===== src/rtl/fball_pkg.sv =====
// Shared fireball constants and state encoding, also used by the sprite ROM and colour mapper.
package fball_pkg;
   localparam int SPRITE_W = 21;
   localparam int SPRITE_H = 21;
   localparam int SCREEN_W = 640;
   localparam int SCREEN_H = 480;
   localparam int COORD_W  = 10;
   localparam int ADDR_W   = 9;

   typedef enum logic [1:0] {
      IDLE     = 2'd0,
      ARMED    = 2'd1,
      FLY      = 2'd2,
      COOLDOWN = 2'd3
   } fball_state_e;
endpackage


===== src/rtl/fball_if.sv =====
// Launch/frame/beam inputs and sprite address/status outputs of the fireball controller.
interface fball_if;
   import fball_pkg::*;

   logic                frame_tick;
   logic                fire;
   logic [COORD_W-1:0]  spawn_x;
   logic [COORD_W-1:0]  spawn_y;
   logic [COORD_W-1:0]  draw_x;
   logic [COORD_W-1:0]  draw_y;
   logic [ADDR_W-1:0]   read_address;
   logic                fball_on;
   logic                active;
   logic                ready;

   modport master (
      output frame_tick, fire, spawn_x, spawn_y, draw_x, draw_y,
      input  read_address, fball_on, active, ready
   );

   modport slave (
      input  frame_tick, fire, spawn_x, spawn_y, draw_x, draw_y,
      output read_address, fball_on, active, ready
   );
endinterface


===== src/rtl/fball_addr_gen.sv =====
// Combinational sprite box test and row-major ROM address (dy*W + dx) for the current beam pixel.
module fball_addr_gen
   import fball_pkg::*;
#(
   parameter int W = SPRITE_W,
   parameter int H = SPRITE_H
) (
   input  logic [COORD_W-1:0] draw_x,
   input  logic [COORD_W-1:0] draw_y,
   input  logic [COORD_W-1:0] ball_x,
   input  logic [COORD_W-1:0] ball_y,
   input  logic               fly,
   output logic               inbox,
   output logic [ADDR_W-1:0]  addr
);
   logic [COORD_W-1:0] dx;
   logic [COORD_W-1:0] dy;

   // Beam left of / above the sprite wraps to a large unsigned offset and fails the compare.
   always_comb begin
      dx    = draw_x - ball_x;
      dy    = draw_y - ball_y;
      inbox = fly && (dx < COORD_W'(W)) && (dy < COORD_W'(H));
      addr  = '0;
      if (inbox)
         addr = dy[ADDR_W-1:0] * ADDR_W'(W) + dx[ADDR_W-1:0];
   end
endmodule


===== src/rtl/fball_ctrl.sv =====
// Fireball launch/flight/cooldown sequencer with registered sprite ROM address output.
//
// state    | meaning
// ---------+--------------------------------------------------------
// IDLE     | ready for launch; fire latches spawn position
// ARMED    | waiting for next frame_tick to place ball at spawn
// FLY      | ball rises SPEED px per frame; drawn via address path
// COOLDOWN | down-counting frames before another launch is allowed
module fball_ctrl #(
   parameter int SPRITE_W        = fball_pkg::SPRITE_W,
   parameter int SPRITE_H        = fball_pkg::SPRITE_H,
   parameter int SPEED           = 4,
   parameter int RANGE           = 160,
   parameter int COOLDOWN_FRAMES = 8
) (
   input  logic    clk,
   input  logic    reset_n,
   fball_if.slave  bus
);
   import fball_pkg::*;

   fball_state_e       state, state_next;
   logic [COORD_W-1:0] spawn_x_q, spawn_y_q;
   logic [COORD_W-1:0] ball_x, ball_y;
   logic [COORD_W-1:0] travel;
   logic [7:0]         cnt;
   logic               retire;
   logic               inbox;
   logic [ADDR_W-1:0]  addr;

   assign retire = (ball_y < COORD_W'(SPEED)) ||
                   (({1'b0, travel} + (COORD_W+1)'(SPEED)) > (COORD_W+1)'(RANGE));

   always_ff @(posedge clk or negedge reset_n) begin
      if (!reset_n) state <= IDLE;
      else          state <= state_next;
   end

   always_comb begin
      state_next = state;
      case (state)
         IDLE:     if (bus.fire)       state_next = ARMED;
         ARMED:    if (bus.frame_tick) state_next = FLY;
         FLY:      if (bus.frame_tick && retire)
                      state_next = (COOLDOWN_FRAMES == 0) ? IDLE : COOLDOWN;
         COOLDOWN: if (bus.frame_tick && (cnt <= 8'd1)) state_next = IDLE;
         default:  state_next = IDLE;
      endcase
   end

   always_comb begin
      bus.ready  = (state == IDLE);
      bus.active = (state == FLY);
   end

   // Motion state only moves on frame_tick, which lands in vertical blank.
   always_ff @(posedge clk or negedge reset_n) begin
      if (!reset_n) begin
         spawn_x_q <= '0;
         spawn_y_q <= '0;
         ball_x    <= '0;
         ball_y    <= '0;
         travel    <= '0;
         cnt       <= '0;
      end else begin
         if (state == IDLE && bus.fire) begin
            spawn_x_q <= bus.spawn_x;
            spawn_y_q <= bus.spawn_y;
         end
         if (bus.frame_tick) begin
            case (state)
               ARMED: begin
                  ball_x <= spawn_x_q;
                  ball_y <= spawn_y_q;
                  travel <= '0;
               end
               FLY: begin
                  if (retire) begin
                     cnt <= 8'(COOLDOWN_FRAMES);
                  end else begin
                     ball_y <= ball_y - COORD_W'(SPEED);
                     travel <= travel + COORD_W'(SPEED);
                  end
               end
               COOLDOWN: if (cnt > 8'd1) cnt <= cnt - 8'd1;
               default: ;
            endcase
         end
      end
   end

   fball_addr_gen #(.W(SPRITE_W), .H(SPRITE_H)) u_addr_gen (
      .draw_x (bus.draw_x),
      .draw_y (bus.draw_y),
      .ball_x (ball_x),
      .ball_y (ball_y),
      .fly    (state == FLY),
      .inbox  (inbox),
      .addr   (addr)
   );

   always_ff @(posedge clk or negedge reset_n) begin
      if (!reset_n) begin
         bus.read_address <= '0;
         bus.fball_on     <= 1'b0;
      end else begin
         bus.read_address <= addr;
         bus.fball_on     <= inbox;
      end
   end
endmodule


===== src/flat_wrapper.sv =====
// flat-port wrapper written by rule: the top's interface ports become plain ports
module fball_ctrl_flat import fball_pkg::*;
#(
   parameter int SPRITE_W        = fball_pkg::SPRITE_W,
   parameter int SPRITE_H        = fball_pkg::SPRITE_H,
   parameter int SPEED           = 4,
   parameter int RANGE           = 160,
   parameter int COOLDOWN_FRAMES = 8
)
  (clk, reset_n, bus_frame_tick, bus_fire, bus_spawn_x, bus_spawn_y, bus_draw_x, bus_draw_y, bus_read_address, bus_fball_on, bus_active, bus_ready);
  fball_if bus_i ();
  input  logic clk;
  input  logic reset_n;
  input wire logic [$bits(bus_i.frame_tick)-1:0] bus_frame_tick;
  input wire logic [$bits(bus_i.fire)-1:0] bus_fire;
  input wire logic [$bits(bus_i.spawn_x)-1:0] bus_spawn_x;
  input wire logic [$bits(bus_i.spawn_y)-1:0] bus_spawn_y;
  input wire logic [$bits(bus_i.draw_x)-1:0] bus_draw_x;
  input wire logic [$bits(bus_i.draw_y)-1:0] bus_draw_y;
  output wire logic [$bits(bus_i.read_address)-1:0] bus_read_address;
  output wire logic [$bits(bus_i.fball_on)-1:0] bus_fball_on;
  output wire logic [$bits(bus_i.active)-1:0] bus_active;
  output wire logic [$bits(bus_i.ready)-1:0] bus_ready;
  assign bus_i.frame_tick = bus_frame_tick;
  assign bus_i.fire = bus_fire;
  assign bus_i.spawn_x = bus_spawn_x;
  assign bus_i.spawn_y = bus_spawn_y;
  assign bus_i.draw_x = bus_draw_x;
  assign bus_i.draw_y = bus_draw_y;
  assign bus_read_address = bus_i.read_address;
  assign bus_fball_on = bus_i.fball_on;
  assign bus_active = bus_i.active;
  assign bus_ready = bus_i.ready;
  fball_ctrl #(.SPRITE_W(SPRITE_W), .SPRITE_H(SPRITE_H), .SPEED(SPEED), .RANGE(RANGE), .COOLDOWN_FRAMES(COOLDOWN_FRAMES)) u_core (.clk(clk), .reset_n(reset_n), .bus(bus_i));
endmodule

===== config.mk =====
export PLATFORM = sky130hd
export DESIGN_NAME = fball_ctrl_flat
export DESIGN_NICKNAME = d
export VERILOG_FILES = /design/src/rtl/fball_pkg.sv /design/src/rtl/fball_if.sv /design/src/rtl/fball_addr_gen.sv /design/src/rtl/fball_ctrl.sv /design/src/flat_wrapper.sv
export SDC_FILE = /design/constraint.sdc
export NUM_CORES = 1
export LEC_CHECK = 0
export BUFFER_PORTS_ARGS = -buffer_cell sky130_fd_sc_hd__buf_2
export CAP_MARGIN = 20
export CORE_ASPECT_RATIO = 2
export CORE_MARGIN = 3
export CORE_UTILIZATION = 54
export CTS_CLUSTER_SIZE = 16
export DETAILED_ROUTE_END_ITERATION = 6
export GPL_ROUTABILITY_DRIVEN = 0
export PLACE_DENSITY = 0.77
export RECOVER_POWER = 50
export SYNTH_ARGS = -nofsm -noshare
export SYNTH_HDL_FRONTEND = slang
export SYNTH_SLANG_ARGS = --single-unit

===== constraint.sdc =====
create_clock -name clk -period 3.95 [get_ports clk]
set_input_delay 0.79 -clock clk [delete_from_list [all_inputs] [get_ports clk]]
set_output_delay 0.79 -clock clk [all_outputs]
set_load 0.01 [all_outputs]

==> results.rst <==
.. list-table::
   :header-rows: 1

   * - Metric
     - Value
   * - Outcome
     - finished, violations left
   * - Violations in the final reports
     - max-capacitance violations, max-slew violations, negative setup slack
   * - Number of instances in the synthesized netlist
     - 492
   * - Antenna violations before repair
     - 0
   * - Length of the first detailed-routing pass in iterations
     - 4
   * - Flops & latches, synth
     - 68
   * - Number of buffers on the longest clock path
     - 2
   * - Total instance count after detailed placement
     - 695
   * - Worst setup path category
     - in2reg
   * - Async set or reset register ratio after synthesis
     - 100%
   * - Cell Count, Final, Fillers Out
     - 716
   * - Total vias in the final route
     - 4222
   * - Overall die area
     - 10400 sq um
   * - Number of enable-type register cells in the synthesized netlist
     - 0
   * - Flip-flop cell with the highest count after synthesis
     - sky130_fd_sc_hd__dfrtp_1
   * - Drt via density
     - 5.90
   * - End-of-flow core utilization
     - 71.0%
   * - Arrival time worst endpoint
     - 4350 ps
   * - Later-pin clock latency in the skew report
     - 340 ps
   * - Core ar.
     - 8770 sq um
   * - Type of the tightest min-delay check
     - in2async
   * - Final worst-path setup slack
     - -147 ps
   * - Top post-synthesis cells by area
     - sky130_fd_sc_hd__dfrtp_1 35%, sky130_fd_sc_hd__ha_1 12%, sky130_fd_sc_hd__mux2_2 7.1%, sky130_fd_sc_hd__fa_1 4.5%, sky130_fd_sc_hd__inv_1 4.3%
   * - Critical path launch point type
     - primary input
   * - Shortest clock period the worst path allows after layout
     - 4100 ps
   * - Dominant cell by count in the synthesized netlist
     - sky130_fd_sc_hd__dfrtp_1
   * - Global-route congestion overflow total
     - 0
   * - Total number of yosys warnings
     - 0
   * - Final cycle utilization of the critical path
     - 104%
   * - Initial Util
     - 56.2%
   * - Dominant cell type by area after synthesis
     - sky130_fd_sc_hd__dfrtp_1
   * - Endpoint kind of the worst setup timing path
     - flip-flop
   * - Quantity of I/O buffers inserted on ports
     - 55
   * - Post-Route Skew
     - 6.28 ps
   * - TritonCTS clock tree
     - yes
   * - Total clock buffers created by CTS
     - 9
   * - Peak Freq
     - 244 MHz
   * - Horizontal die dimension
     - 73.6 microns
   * - Required time worst endpoint
     - 4200 ps
   * - Post-route cell area
     - 6220 sq um
   * - I/O pin count
     - 56
   * - Vias in the first global route
     - 4638
   * - Post-route DRC violation count
     - 0
   * - H-tree depth
     - 3
   * - Sequential-to-total area share from yosys stat
     - 34.5%
   * - Yosys cell types
     - 71
   * - Area overhead of the layout relative to synthesis
     - 26.2%
   * - Number of nets still failing antenna checks after routing
     - 0
   * - Fraction of layout cells with a size suffix above 1
     - 33.4%
   * - Largest net degree at the start of global routing
     - 38
   * - Antenna diode count
     - 0
   * - Worst-Margin Slew
     - 2040 ps
   * - Share of Yosys cell area claimed by the top area cell type
     - 34.5%
   * - Most frequent cells after synthesis
     - 68 x sky130_fd_sc_hd__dfrtp_1, 56 x sky130_fd_sc_hd__inv_1, 48 x sky130_fd_sc_hd__ha_1
   * - Worst relative slew slack
     - -36.3%
   * - Net count of the mapped netlist
     - 595
   * - Post-DR wirelength/cell
     - 17.5 microns
   * - Die height
     - 141 microns
   * - RSZ-0062 raised after global routing
     - yes
   * - Total Routing Usage GR
     - 25.8%
   * - Area of placed instances
     - 5800 sq um
   * - Number of sinks driven by the clock tree
     - 68
   * - Worst slack at placement
     - -625 ps
   * - Total Routed Length
     - 12500 microns
   * - Global-route wire length before repair
     - 20600 microns
   * - Max-slew violation total from the final report
     - 38
   * - Max Fanout on Critical Path
     - 3
   * - Max-cap viol count
     - 1
   * - Clock edge transition at the registers on the reported setup and hold paths
     - 60 ps
   * - Final HPWL from detailed placement
     - 9670 microns
   * - Final hold viol count
     - 0
   * - Net count reported at finish
     - 714
   * - Drt first-iter violations
     - 164
   * - Master cell of the clock root buffer
     - sky130_fd_sc_hd__clkbuf_16
   * - Syn avg cell area
     - 10.0 sq um
   * - Post-synthesis cell area
     - 4930 sq um
   * - Final setup violating endpoints
     - 3
   * - Num rows
     - 48
[repair_timing]
action,in CTS,in global routing
hold buffers,0,0
buffers inserted,1,4
setup endpoints to repair,3,3
pin swaps,12,7
gates resized for setup,12,10
[through the flow]
step	setup TNS (ps)	hold WS (ps)
finish	-283	419
global route	-684	466
CTS	-182	317
detailed placement	-2150	481
global placement	-1610	472
floorplan	-474	450
[area by class of cell]
type	count	area, sq um
multi-input cells	356	3120
fillers	631	2550
flip-flops and latches	68	1700
repair buffers	119	764
clock buffers	11	243
inverters	57	231
well taps	100	125
clock inverters	5	36.3
[worst paths after layout]
| path | start | end | slack [ps] | cells past startpoint |
|---|---|---|---|---|
| max in group asynchronous | reset_n | u_core.ball_x[7]$_DFFE_PN0P_ | 1230 | 2 |
| worst min-delay path | reset_n | u_core.ball_y[0]$_DFFE_PN0P_ | 420 | 1 |
| worst min register to register | u_core.spawn_x_q[5]$_DFFE_PN0P_ | u_core.spawn_x_q[5]$_DFFE_PN0P_ | 500 | 1 |
| min in group clk | u_core.spawn_x_q[5]$_DFFE_PN0P_ | u_core.spawn_x_q[5]$_DFFE_PN0P_ | 500 | 1 |
| worst max-delay path | bus_draw_y[0] | u_core.bus.read_address[8]$_DFF_PN0_ | -150 | 18 |
| worst max register to register | u_core.ball_y[0]$_DFFE_PN0P_ | u_core.bus.read_address[8]$_DFF_PN0_ | -30 | 16 |
[worst max-delay path, cell delays in order]
cell,delay (ps)
sky130_fd_sc_hd__buf_6,70
sky130_fd_sc_hd__inv_4,30
sky130_fd_sc_hd__ha_4,150
sky130_fd_sc_hd__fa_2,360
sky130_fd_sc_hd__nand2b_4,170
sky130_fd_sc_hd__a21oi_2,200
sky130_fd_sc_hd__xor2_2,260
sky130_fd_sc_hd__ha_1,320
sky130_fd_sc_hd__fa_1,570
sky130_fd_sc_hd__inv_2,50
sky130_fd_sc_hd__fa_1,530
sky130_fd_sc_hd__inv_2,50
sky130_fd_sc_hd__ha_4,280
sky130_fd_sc_hd__inv_4,30
sky130_fd_sc_hd__o21bai_1,110
sky130_fd_sc_hd__a21oi_1,90
sky130_fd_sc_hd__xnor2_1,140
sky130_fd_sc_hd__nor3_2,160
[per-layer routing]
metal / wire length (microns) / GRT usage [%]
met2: 7210 / 48.9
met4: 708 / 14.7
met3: 450 / 5.00
met5: 0 / 0
met1: 4140 / 24.0
[placed cells by master, fill, tap and decap left out, types with 5 or more instances in the layout]
| cell | synthesis | layout |
|---|---|---|
| sky130_fd_sc_hd__a21oi_1 | 16 | 11 |
| sky130_fd_sc_hd__xnor2_1 | 16 | 13 |
| sky130_fd_sc_hd__o21ai_1 | 8 | 8 |
| sky130_fd_sc_hd__o221ai_1 | 5 | 5 |
| sky130_fd_sc_hd__nand3_1 | 5 | 5 |
| sky130_fd_sc_hd__nor3_2 | 9 | 9 |
| sky130_fd_sc_hd__fa_1 | 11 | 9 |
| sky130_fd_sc_hd__dfrtp_1 | 68 | 68 |
| sky130_fd_sc_hd__nor3_1 | 11 | 11 |
| sky130_fd_sc_hd__clkbuf_16 | 0 | 9 |
| sky130_fd_sc_hd__o21ai_0 | 17 | 17 |
| sky130_fd_sc_hd__nor4_1 | 6 | 6 |
| sky130_fd_sc_hd__mux2_2 | 31 | 31 |
| sky130_fd_sc_hd__clkbuf_1 | 5 | 6 |
| sky130_fd_sc_hd__nor2b_1 | 6 | 6 |
| sky130_fd_sc_hd__nor2_1 | 22 | 21 |
| sky130_fd_sc_hd__nand2b_1 | 8 | 7 |
| sky130_fd_sc_hd__a21oi_2 | 0 | 5 |
| sky130_fd_sc_hd__inv_1 | 56 | 50 |
| sky130_fd_sc_hd__and2_1 | 5 | 5 |
| sky130_fd_sc_hd__buf_2 | 4 | 50 |
| sky130_fd_sc_hd__a21o_1 | 7 | 7 |
| sky130_fd_sc_hd__xor2_1 | 9 | 8 |
| sky130_fd_sc_hd__ha_1 | 48 | 44 |
| sky130_fd_sc_hd__or3_1 | 8 | 8 |
| sky130_fd_sc_hd__buf_4 | 0 | 61 |
| sky130_fd_sc_hd__nand2_1 | 31 | 31 |
[kinds of logic (layout without fill, tap and decap cells)]
| family | count (synthesis) | count (layout) | share of synthesized area [%] |
|---|---|---|---|
| DFF | 68 | 68 | 34.5 |
| AOI/OAI and AO/OA | 100 | 100 | 14.9 |
| xor gates and xnor gates | 25 | 25 | 4.44 |
| buffers and inverters | 68 | 192 | 5.43 |
| adders and majority gates | 59 | 59 | 16.6 |
| and+or+nand+nor | 136 | 136 | 16.0 |
| muxes | 36 | 36 | 8.12 |
[flip-flops by register name, summed over array words and instances (netlist names)]
signal                   flops
u_core.ball_x               10
u_core.ball_y               10
u_core.spawn_x_q            10
u_core.spawn_y_q            10
u_core.bus.read_address      9
u_core.cnt                   8
u_core.travel                8
u_core.state                 2
u_core.bus.fball_on          1
Power is not shown: default switching activity piles up to over one toggle a cycle in this logic, so the estimate is an artifact.
